[src/rtl/sgd_sched.sv]
// sgd_sched: loads serial training rows into memory, then schedules SGD datapath runs per row and epoch.
// Optional feature macro SGD_SCHED_LR_DECAY_EN: DP_LR = learn_rate + EPOCH_CNT[7:3], saturating at 15.
`default_nettype none

module sgd_sched #(
  parameter int ADDR_WIDTH   = 12,
  parameter int MAX_FEATURES = 15,
  parameter int LENGTH       = 16
) (
  input  logic                               CLK,
  input  logic                               RST,
  input  logic                               S,
  input  logic                               S_VALID,
  input  logic [3:0]                         feat,
  input  logic [7:0]                         epoch,
  input  logic [3:0]                         learn_rate,
  input  logic [ADDR_WIDTH-1:0]              data_points,
  output logic                               MEM_WE,
  output logic [ADDR_WIDTH-1:0]              MEM_ADDR,
  output logic [LENGTH*(MAX_FEATURES+1)-1:0] MEM_WDATA,
  output logic                               DP_START,
  output logic [ADDR_WIDTH-1:0]              DP_ADDR,
  output logic [3:0]                         DP_LR,
  input  logic                               DP_DONE,
  output logic [7:0]                         EPOCH_CNT,
  output logic                               BUSY,
  output logic                               SGD_DONE
);

  localparam int ROW_W = LENGTH * (MAX_FEATURES + 1);
  localparam int BIT_W = (LENGTH > 1) ? $clog2(LENGTH) : 1;
  localparam logic [BIT_W-1:0] LAST_BIT = BIT_W'(LENGTH - 1);

  typedef enum logic [2:0] {IDLE, LOAD, ISSUE, WAIT, DONE} state_t;

  state_t                  state_q, state_d;
  logic                    rst_meta_q, rst_sync_q;
  logic [LENGTH-1:0]       sh_q, sh_d;
  logic [BIT_W-1:0]        bit_q, bit_d;
  logic [3:0]              widx_q, widx_d;
  logic [ADDR_WIDTH-1:0]   row_q, row_d;
  logic [7:0]              epcnt_q, epcnt_d;
  logic [3:0]              feat_q, feat_d;
  logic [7:0]              epoch_q, epoch_d;
  logic [3:0]              lr_q, lr_d;
  logic [ADDR_WIDTH-1:0]   dp_q, dp_d;
  logic [ROW_W-1:0]        rowbuf_q, rowbuf_d;
  logic                    we_q, we_d;
  logic [ADDR_WIDTH-1:0]   waddr_q, waddr_d;
  logic                    last_q, last_d;
  logic                    w_shift;
  logic [LENGTH-1:0]       w_word;

  // Release is pushed through two flops so the first active edge trails RST rising.
  always_ff @(posedge CLK or negedge RST) begin
    if (!RST) begin
      rst_meta_q <= 1'b0;
      rst_sync_q <= 1'b0;
    end else begin
      rst_meta_q <= 1'b1;
      rst_sync_q <= rst_meta_q;
    end
  end

  assign w_word = {S, sh_q[LENGTH-1:1]};

  always_comb begin
    state_d  = state_q;
    sh_d     = sh_q;
    bit_d    = bit_q;
    widx_d   = widx_q;
    row_d    = row_q;
    epcnt_d  = epcnt_q;
    feat_d   = feat_q;
    epoch_d  = epoch_q;
    lr_d     = lr_q;
    dp_d     = dp_q;
    rowbuf_d = rowbuf_q;
    we_d     = 1'b0;
    waddr_d  = waddr_q;
    last_d   = last_q;
    w_shift  = 1'b0;

    case (state_q)
      IDLE: begin
        if (S_VALID) begin
          feat_d  = feat;
          epoch_d = epoch;
          lr_d    = learn_rate;
          dp_d    = data_points;
          widx_d  = feat;
          w_shift = 1'b1;
          state_d = LOAD;
        end
      end
      LOAD: begin
        if (last_q) begin
          state_d = (epoch_q == 8'd0) ? DONE : ISSUE;
        end else if (S_VALID) begin
          w_shift = 1'b1;
        end
      end
      ISSUE: state_d = WAIT;
      WAIT: begin
        if (DP_DONE) begin
          state_d = ISSUE;
          if (row_q == dp_q) begin
            row_d   = '0;
            epcnt_d = epcnt_q + 8'd1;
            if (epcnt_q == epoch_q - 8'd1) state_d = DONE;
          end else begin
            row_d = row_q + 1'b1;
          end
        end
      end
      DONE:    state_d = DONE;
      default: state_d = IDLE;
    endcase

    // Word k of a row lands in slot k; words arrive highest index first.
    if (w_shift) begin
      sh_d  = w_word;
      bit_d = bit_q + 1'b1;
      if (bit_q == LAST_BIT) begin
        bit_d = '0;
        for (int j = 0; j <= MAX_FEATURES; j++) begin
          if (widx_q == 4'(j)) rowbuf_d[LENGTH*j +: LENGTH] = w_word;
        end
        if (widx_q == 4'd0) begin
          we_d    = 1'b1;
          waddr_d = row_q;
          widx_d  = feat_q;
          if (row_q == dp_q) begin
            row_d  = '0;
            last_d = 1'b1;
          end else begin
            row_d = row_q + 1'b1;
          end
        end else begin
          widx_d = widx_q - 4'd1;
        end
      end
    end
  end

  always_ff @(posedge CLK or negedge rst_sync_q) begin
    if (!rst_sync_q) begin
      state_q  <= IDLE;
      sh_q     <= '0;
      bit_q    <= '0;
      widx_q   <= '0;
      row_q    <= '0;
      epcnt_q  <= '0;
      feat_q   <= '0;
      epoch_q  <= '0;
      lr_q     <= '0;
      dp_q     <= '0;
      rowbuf_q <= '0;
      we_q     <= 1'b0;
      waddr_q  <= '0;
      last_q   <= 1'b0;
    end else begin
      state_q  <= state_d;
      sh_q     <= sh_d;
      bit_q    <= bit_d;
      widx_q   <= widx_d;
      row_q    <= row_d;
      epcnt_q  <= epcnt_d;
      feat_q   <= feat_d;
      epoch_q  <= epoch_d;
      lr_q     <= lr_d;
      dp_q     <= dp_d;
      rowbuf_q <= rowbuf_d;
      we_q     <= we_d;
      waddr_q  <= waddr_d;
      last_q   <= last_d;
    end
  end

  assign MEM_WE    = we_q;
  assign MEM_ADDR  = waddr_q;
  assign MEM_WDATA = rowbuf_q;
  assign DP_START  = (state_q == ISSUE);
  assign DP_ADDR   = row_q;
  assign EPOCH_CNT = epcnt_q;
  assign BUSY      = (state_q == LOAD) || (state_q == ISSUE) || (state_q == WAIT);
  assign SGD_DONE  = (state_q == DONE);

`ifdef SGD_SCHED_LR_DECAY_EN
  logic [5:0] w_lr_sum;
  assign w_lr_sum = {2'b00, lr_q} + {1'b0, epcnt_q[7:3]};
  assign DP_LR    = (|w_lr_sum[5:4]) ? 4'hF : w_lr_sum[3:0];
`else
  assign DP_LR = lr_q;
`endif

endmodule

`default_nettype wire

[config.mk]
export PLATFORM = sky130hd
export DESIGN_NAME = sgd_sched
export DESIGN_NICKNAME = d
export VERILOG_FILES = /design/src/rtl/sgd_sched.sv
export SDC_FILE = /design/constraint.sdc
export NUM_CORES = 1
export LEC_CHECK = 0
export ABC_CLOCK_PERIOD_IN_PS = 11800
export CAP_MARGIN = 20
export CORE_ASPECT_RATIO = 1.4
export CORE_MARGIN = 3
export CORE_UTILIZATION = 45
export CTS_BUF_LIST = sky130_fd_sc_hd__clkbuf_4 sky130_fd_sc_hd__clkbuf_8
export CTS_CLUSTER_SIZE = 14
export DETAILED_ROUTE_END_ITERATION = 8
export PLACE_DENSITY = 0.73
export RECOVER_POWER = 50
export SLEW_MARGIN = 20
export SYNTH_ARGS = -nofsm -noshare
export SYNTH_HDL_FRONTEND = slang
export SYNTH_SLANG_ARGS = --single-unit
[constraint.sdc]
create_clock -name CLK -period 11.8 [get_ports CLK]
set_clock_uncertainty 0.1 [all_clocks]
set_input_delay 1.18 -clock CLK [delete_from_list [all_inputs] [get_ports CLK]]
set_output_delay 1.18 -clock CLK [all_outputs]
set_load 0.02 [all_outputs]
== Word level (Yosys, flattened, before mapping) ==
Cells that the tools add are included.
W data, S select, Z words.
Storage, ports and cells
  word-level logic and storage cells: 111
  output and inout bits: 296
  flip-flop bits (word level): 347
  bits of input ports: 33
Cells by class
  add/subtract/negate cells: 5
  muxes and demuxes: 25
  reductions and logical operators: 25
  eq/ne operators: 25
Operators by type and width (number)
  $mux W12: 6
  $reduce_and A3 Y1: 18
  $eq A4 B4 Y1 const B: 9
  $mux W4: 6
  $mux W3: 6
  $eq A4 B3 Y1 const B: 4
  $pmux W3 S5: 1
  $add A12 B1 Y12 const B: 1
  $eq A12 B12 Y1: 1
  $add A8 B1 Y8 const B: 1
  $eq A4 B2 Y1 const B: 2
  $eq A8 B8 Y1: 1
  $logic_not A8 Y1: 1
  $sub A8 B1 Y8 const B: 1
  $eq A3 B2 Y1 const B: 2
  $ne A2 B2 Y1 const B: 3
  $mux W1: 5
  $add A4 B1 Y4 const B: 1
  $eq A4 B1 Y1 const B: 1
  $logic_not A4 Y1: 1
  $reduce_and A4 Y1: 1
  $sub A4 B1 Y4 const B: 1
  $eq A3 B1 Y1 const B: 1
  $eq A3 B3 Y1 const B: 1
  other kinds (4): 5

== Longest topological paths before layout ==
  depth after elaboration: 7
  gate-level depth with buffers: 7

== Worst setup path before layout ==
No wires, ideal clock.
  path type: input to register
  from: input port S_VALID
  to: register rowbuf_q[197], in the netlist MEM_WDATA[197]
  required time: 11.575 ns
  cell stages on the path: 6
  slack: 8.634 ns
  arrival: 2.941 ns
  setup time: 0.125 ns
  path buffers: 1
  cells stage by stage: or3b_4 nor3b_4 nand2_2 nor2_2 buf_4 mux2_2
On the way
  cells in the longest elaborated chain, start to end: 4
RTL lines
  from (decl): line 13  | input logic S_VALID,
  $mux W1 (*): line 86, 99
  $mux W1: line 97  | if (last_q) begin
  $pmux W1 S2 (*): line 84  | case (state_q)
  $reduce_and A3 Y1 (no source line) (*)
  to (signal assigned): line 173  | rowbuf_q <= rowbuf_d;
  to (decl): line 47  | logic [ROW_W-1:0] rowbuf_q, rowbuf_d;
Mark *: on every way between the ends. The rest lies on a longest branch, timed or not.
A chain may end at the register's enable or synchronous reset.

==> metrics.csv <==
stage,metric,value,unit
timing,period_needed,6.25,ns
clocking,cts-root-buf,clkbuf_8,
routing,dr.pass1.iters,4,
routing,wl_per_cell,20.8,µm
timing,fin_tns_setup,0,ns
yosys,yosysSeqAreaShare,62.0,%
power_and_ir_drop,internal_power,0.00188,W
global_route,grt_util_met3,6.08,%
floorplanning,start_util,46.1,%
routing,final_antenna_net_count,0,
power_and_ir_drop,powerDensity,130,nW/µm²
critical_path,cp-end-kind,asynchronous set/reset pin,
clocking,cts_resized,0,
global_route,grt.overflow.total,0,
yosys,syn_avg_cell_area,13.7,µm²
yosys,ys_ff_latch,346,
critical_path,r2r_start,rst_sync_q,
cells_and_area,final_common_cell,dfrtp_1,
job,maxCapViolCount,5,
floorplanning,top_level_ports,329,
critical_path,r2r-end,MEM_WDATA[195],
hold_path,hold_path_depth,0,
timing,hold_viol,0,
power_and_ir_drop,p_comb_share,4.5,%
yosys,synth_cells,1017,
clocking,clock-sinks,346,
critical_path,worst-r2r-cell-count,2,
floorplanning,chipHeight,214,µm
power_and_ir_drop,leakagePower,9.52,nW
cells_and_area,fin_util,61.6,%
yosys,yosysUniqueCellTypes,52,
cells_and_area,drive_gt1_share,25.8,%
routing,wirelength,36900,µm
floorplanning,fp.coreArea,30300,µm²
place,port_buffers,328,
timing,grt_setup_unrepaired,no,
clocking,cts_tree,yes,
place,post-dp-hpwl,25800,µm
global_route,gr-max-usage-layer,met2,
cells_and_area,final_nets,1391,
floorplanning,dieArea,33200,µm²
global_route,grtUsageMet1,26.1,%
timing,fmax,0.160,GHz
global_route,grt_pass1_wl,57600,µm
clocking,clk_latency,0.60,ns
clocking,htree_levels,2,
critical_path,rrSetupSlack,5.55,ns
global_route,grt_max_degree,87,
hold_path,hold_start,rst_meta_q,
yosys,yosysWarnings,0,
critical_path,setup.worst_path.class,reg2async,
cells_and_area,layout_common_cells,"346 x dfrtp_1, 238 x mux2_2, 177 x clkdlybuf4s50_1",
timing,slew_viol_final,240,
timing,tightest_slew,3.76,ns
clocking,post_cts_buffers,0,
hold_path,min_to,rst_sync_q,
clocking,clkTransAtPathRegs,0.06,ns
critical_path,critPathMaxFanout,72,
clocking,clock_path_buffers,3,
floorplanning,fp.dieW,155,µm
global_route,grt_pass1_vias,9687,
run_status,status,"finished, violations left",
power_and_ir_drop,p_sw_share,22.7,%
yosys,synth_area,14000,µm²
hold_path,hold_class,reg2reg,
global_route,use_met2,38.6,%
routing,via_per_inst,5.24,
power_and_ir_drop,pwr-share-seq,51.0,%
yosys,synth_flop_cell,dfrtp_1,
global_route,antenna_found_initial,0,
power_and_ir_drop,clockPowerShare,44.5,%
power_and_ir_drop,p_sw,0.000552,W
yosys,synth_nets,1059,
global_route,groute.usage.overall,22.1,%
critical_path,startpoint_type,flop,
critical_path,worstPathRequired,12.27,ns
floorplanning,rows,75,
yosys,synthArstFlopShare,100,%
cells_and_area,diodes,0,
critical_path,arrival,6.71,ns
routing,drtIter0Drc,337,
clocking,cts_hold_buf,0,
yosys,synth_edf_count,0,
power_and_ir_drop,max-vdd-ir-drop,0.0993,mV
run_status,failed_checks,"max-capacitance violations, max-slew violations",
timing,min_period_over_period,52.9,%
clocking,cts_buffers,52,
routing,vias,9300,
timing,finalWorstSetupSlack,5.55,ns
routing,drc_errors,0,
power_and_ir_drop,finalPower,0.00243,W
timing,relSlewSlack,-151,%
place,gp_congestion,0.821,
cells_and_area,area_delta_synth_final,33.6,%
place,dpl_worst_slack,7.35,ns
timing,setup_violations,0,
## routing by layer
metal / up-vias / part of all wire, %
met5: - / 0
met4: 0 / 3.1
met3: 57 / 7.1
met2: 309 / 52
met1: 4760 / 38
li1: 4174 / -
## registers in the layout (all words and copies together) (netlist names)
signal      cells
MEM_ADDR       12
MEM_WDATA     256
epoch_q         8
sh_q           15
last_q          1
feat_q          4
EPOCH_CNT       8
rst_meta_q      1
bit_q           4
dp_q           12
DP_LR           4
widx_q          4
rst_sync_q      1
state_q         3
MEM_WE          1
DP_ADDR        12
## cell type report
class / count / area (µm²)
Clock inverter: 12 / 140
Tap cell: 385 / 482
Inverter: 10 / 37.5
Timing Repair Buffer: 335 / 3320
Sequential cell: 346 / 8660
Multi-Input combinational cell: 604 / 4980
Clock buffer: 83 / 1040
Fill cell: 2369 / 11600
## cells in the mapped netlist (all sizes together), types with 3 or more instances
cell    instances  area share [%]
nor3b           3            0.24
nor2           27             1.3
nor4           11            0.49
dfrtp         346              62
nor2b           3            0.13
buf            22             1.1
mux2          270              22
nand2         144             4.0
nor3           13            0.71
xnor2          10            0.63
xor2           21             1.3
a22o            9            0.56
a21o            4            0.21
a31oi           3            0.13
nand4           3            0.13
nand3          14            0.50
nand2b          5            0.22
ha              9            0.81
a21oi           8            0.37
clkbuf         35            0.94
inv            10            0.27
and3            4            0.18
o21ai          17            0.61
## metrics by stage
step                      hold slack (ns)  area, µm²  instances
after floorplan                     0.231      14000       1017
after global placement              0.240      17500       1680
after detailed placement            0.246      17500       1680
after CTS                           0.264      18700       1775
after global routing                0.277      18700       1775
final                               0.267      18700       1775
## worst max-delay path by stage
stage                     from        endpoint  slack [ns]  depth (start not counted)
CTS                    S_VALID  MEM_WDATA[194]        7.94                          6
detailed placement     S_VALID  MEM_WDATA[202]        7.35                          6
finish              rst_sync_q  MEM_WDATA[195]        5.55                          2
global route        rst_sync_q   MEM_WDATA[17]        4.38                          2
floorplan           rst_sync_q      DP_ADDR[0]        1.34                          0
global placement       S_VALID  MEM_WDATA[205]        7.41                          6
## kinds of logic (layout without fill, tap and decap cells)
family	count (synthesis)	count (layout)	share of synthesized area, %
other	1	1	0.0268
DFF	346	346	62.0
AOI/OAI and AO/OA	52	52	2.50
buffers and inverters	67	440	2.28
and+or+nand+nor	241	241	8.71
muxes	270	270	21.8
adders and majority gates	9	9	0.806
xor gates and xnor gates	31	31	1.94
## power groups by stage
stage / combinational [W] / clock [W] / sequential [W]
2_1_floorplan: 0.0000536 / 0 / 0.00126
3_3_place_gp: 0.000108 / 0 / 0.00126
3_5_place_dp: 0.000110 / 0 / 0.00126
4_1_cts: 0.000111 / 0.00111 / 0.00124
5_1_grt: 0.000121 / 0.00116 / 0.00124
6_report: 0.000109 / 0.00108 / 0.00124
## worst max-delay path: stages, from the launching register on
cell and delay (ns):
dfrtp_1 2.24, clkbuf_1 2.76, buf_4 1.05
Note: power is estimated with default switching activity, not from simulation.
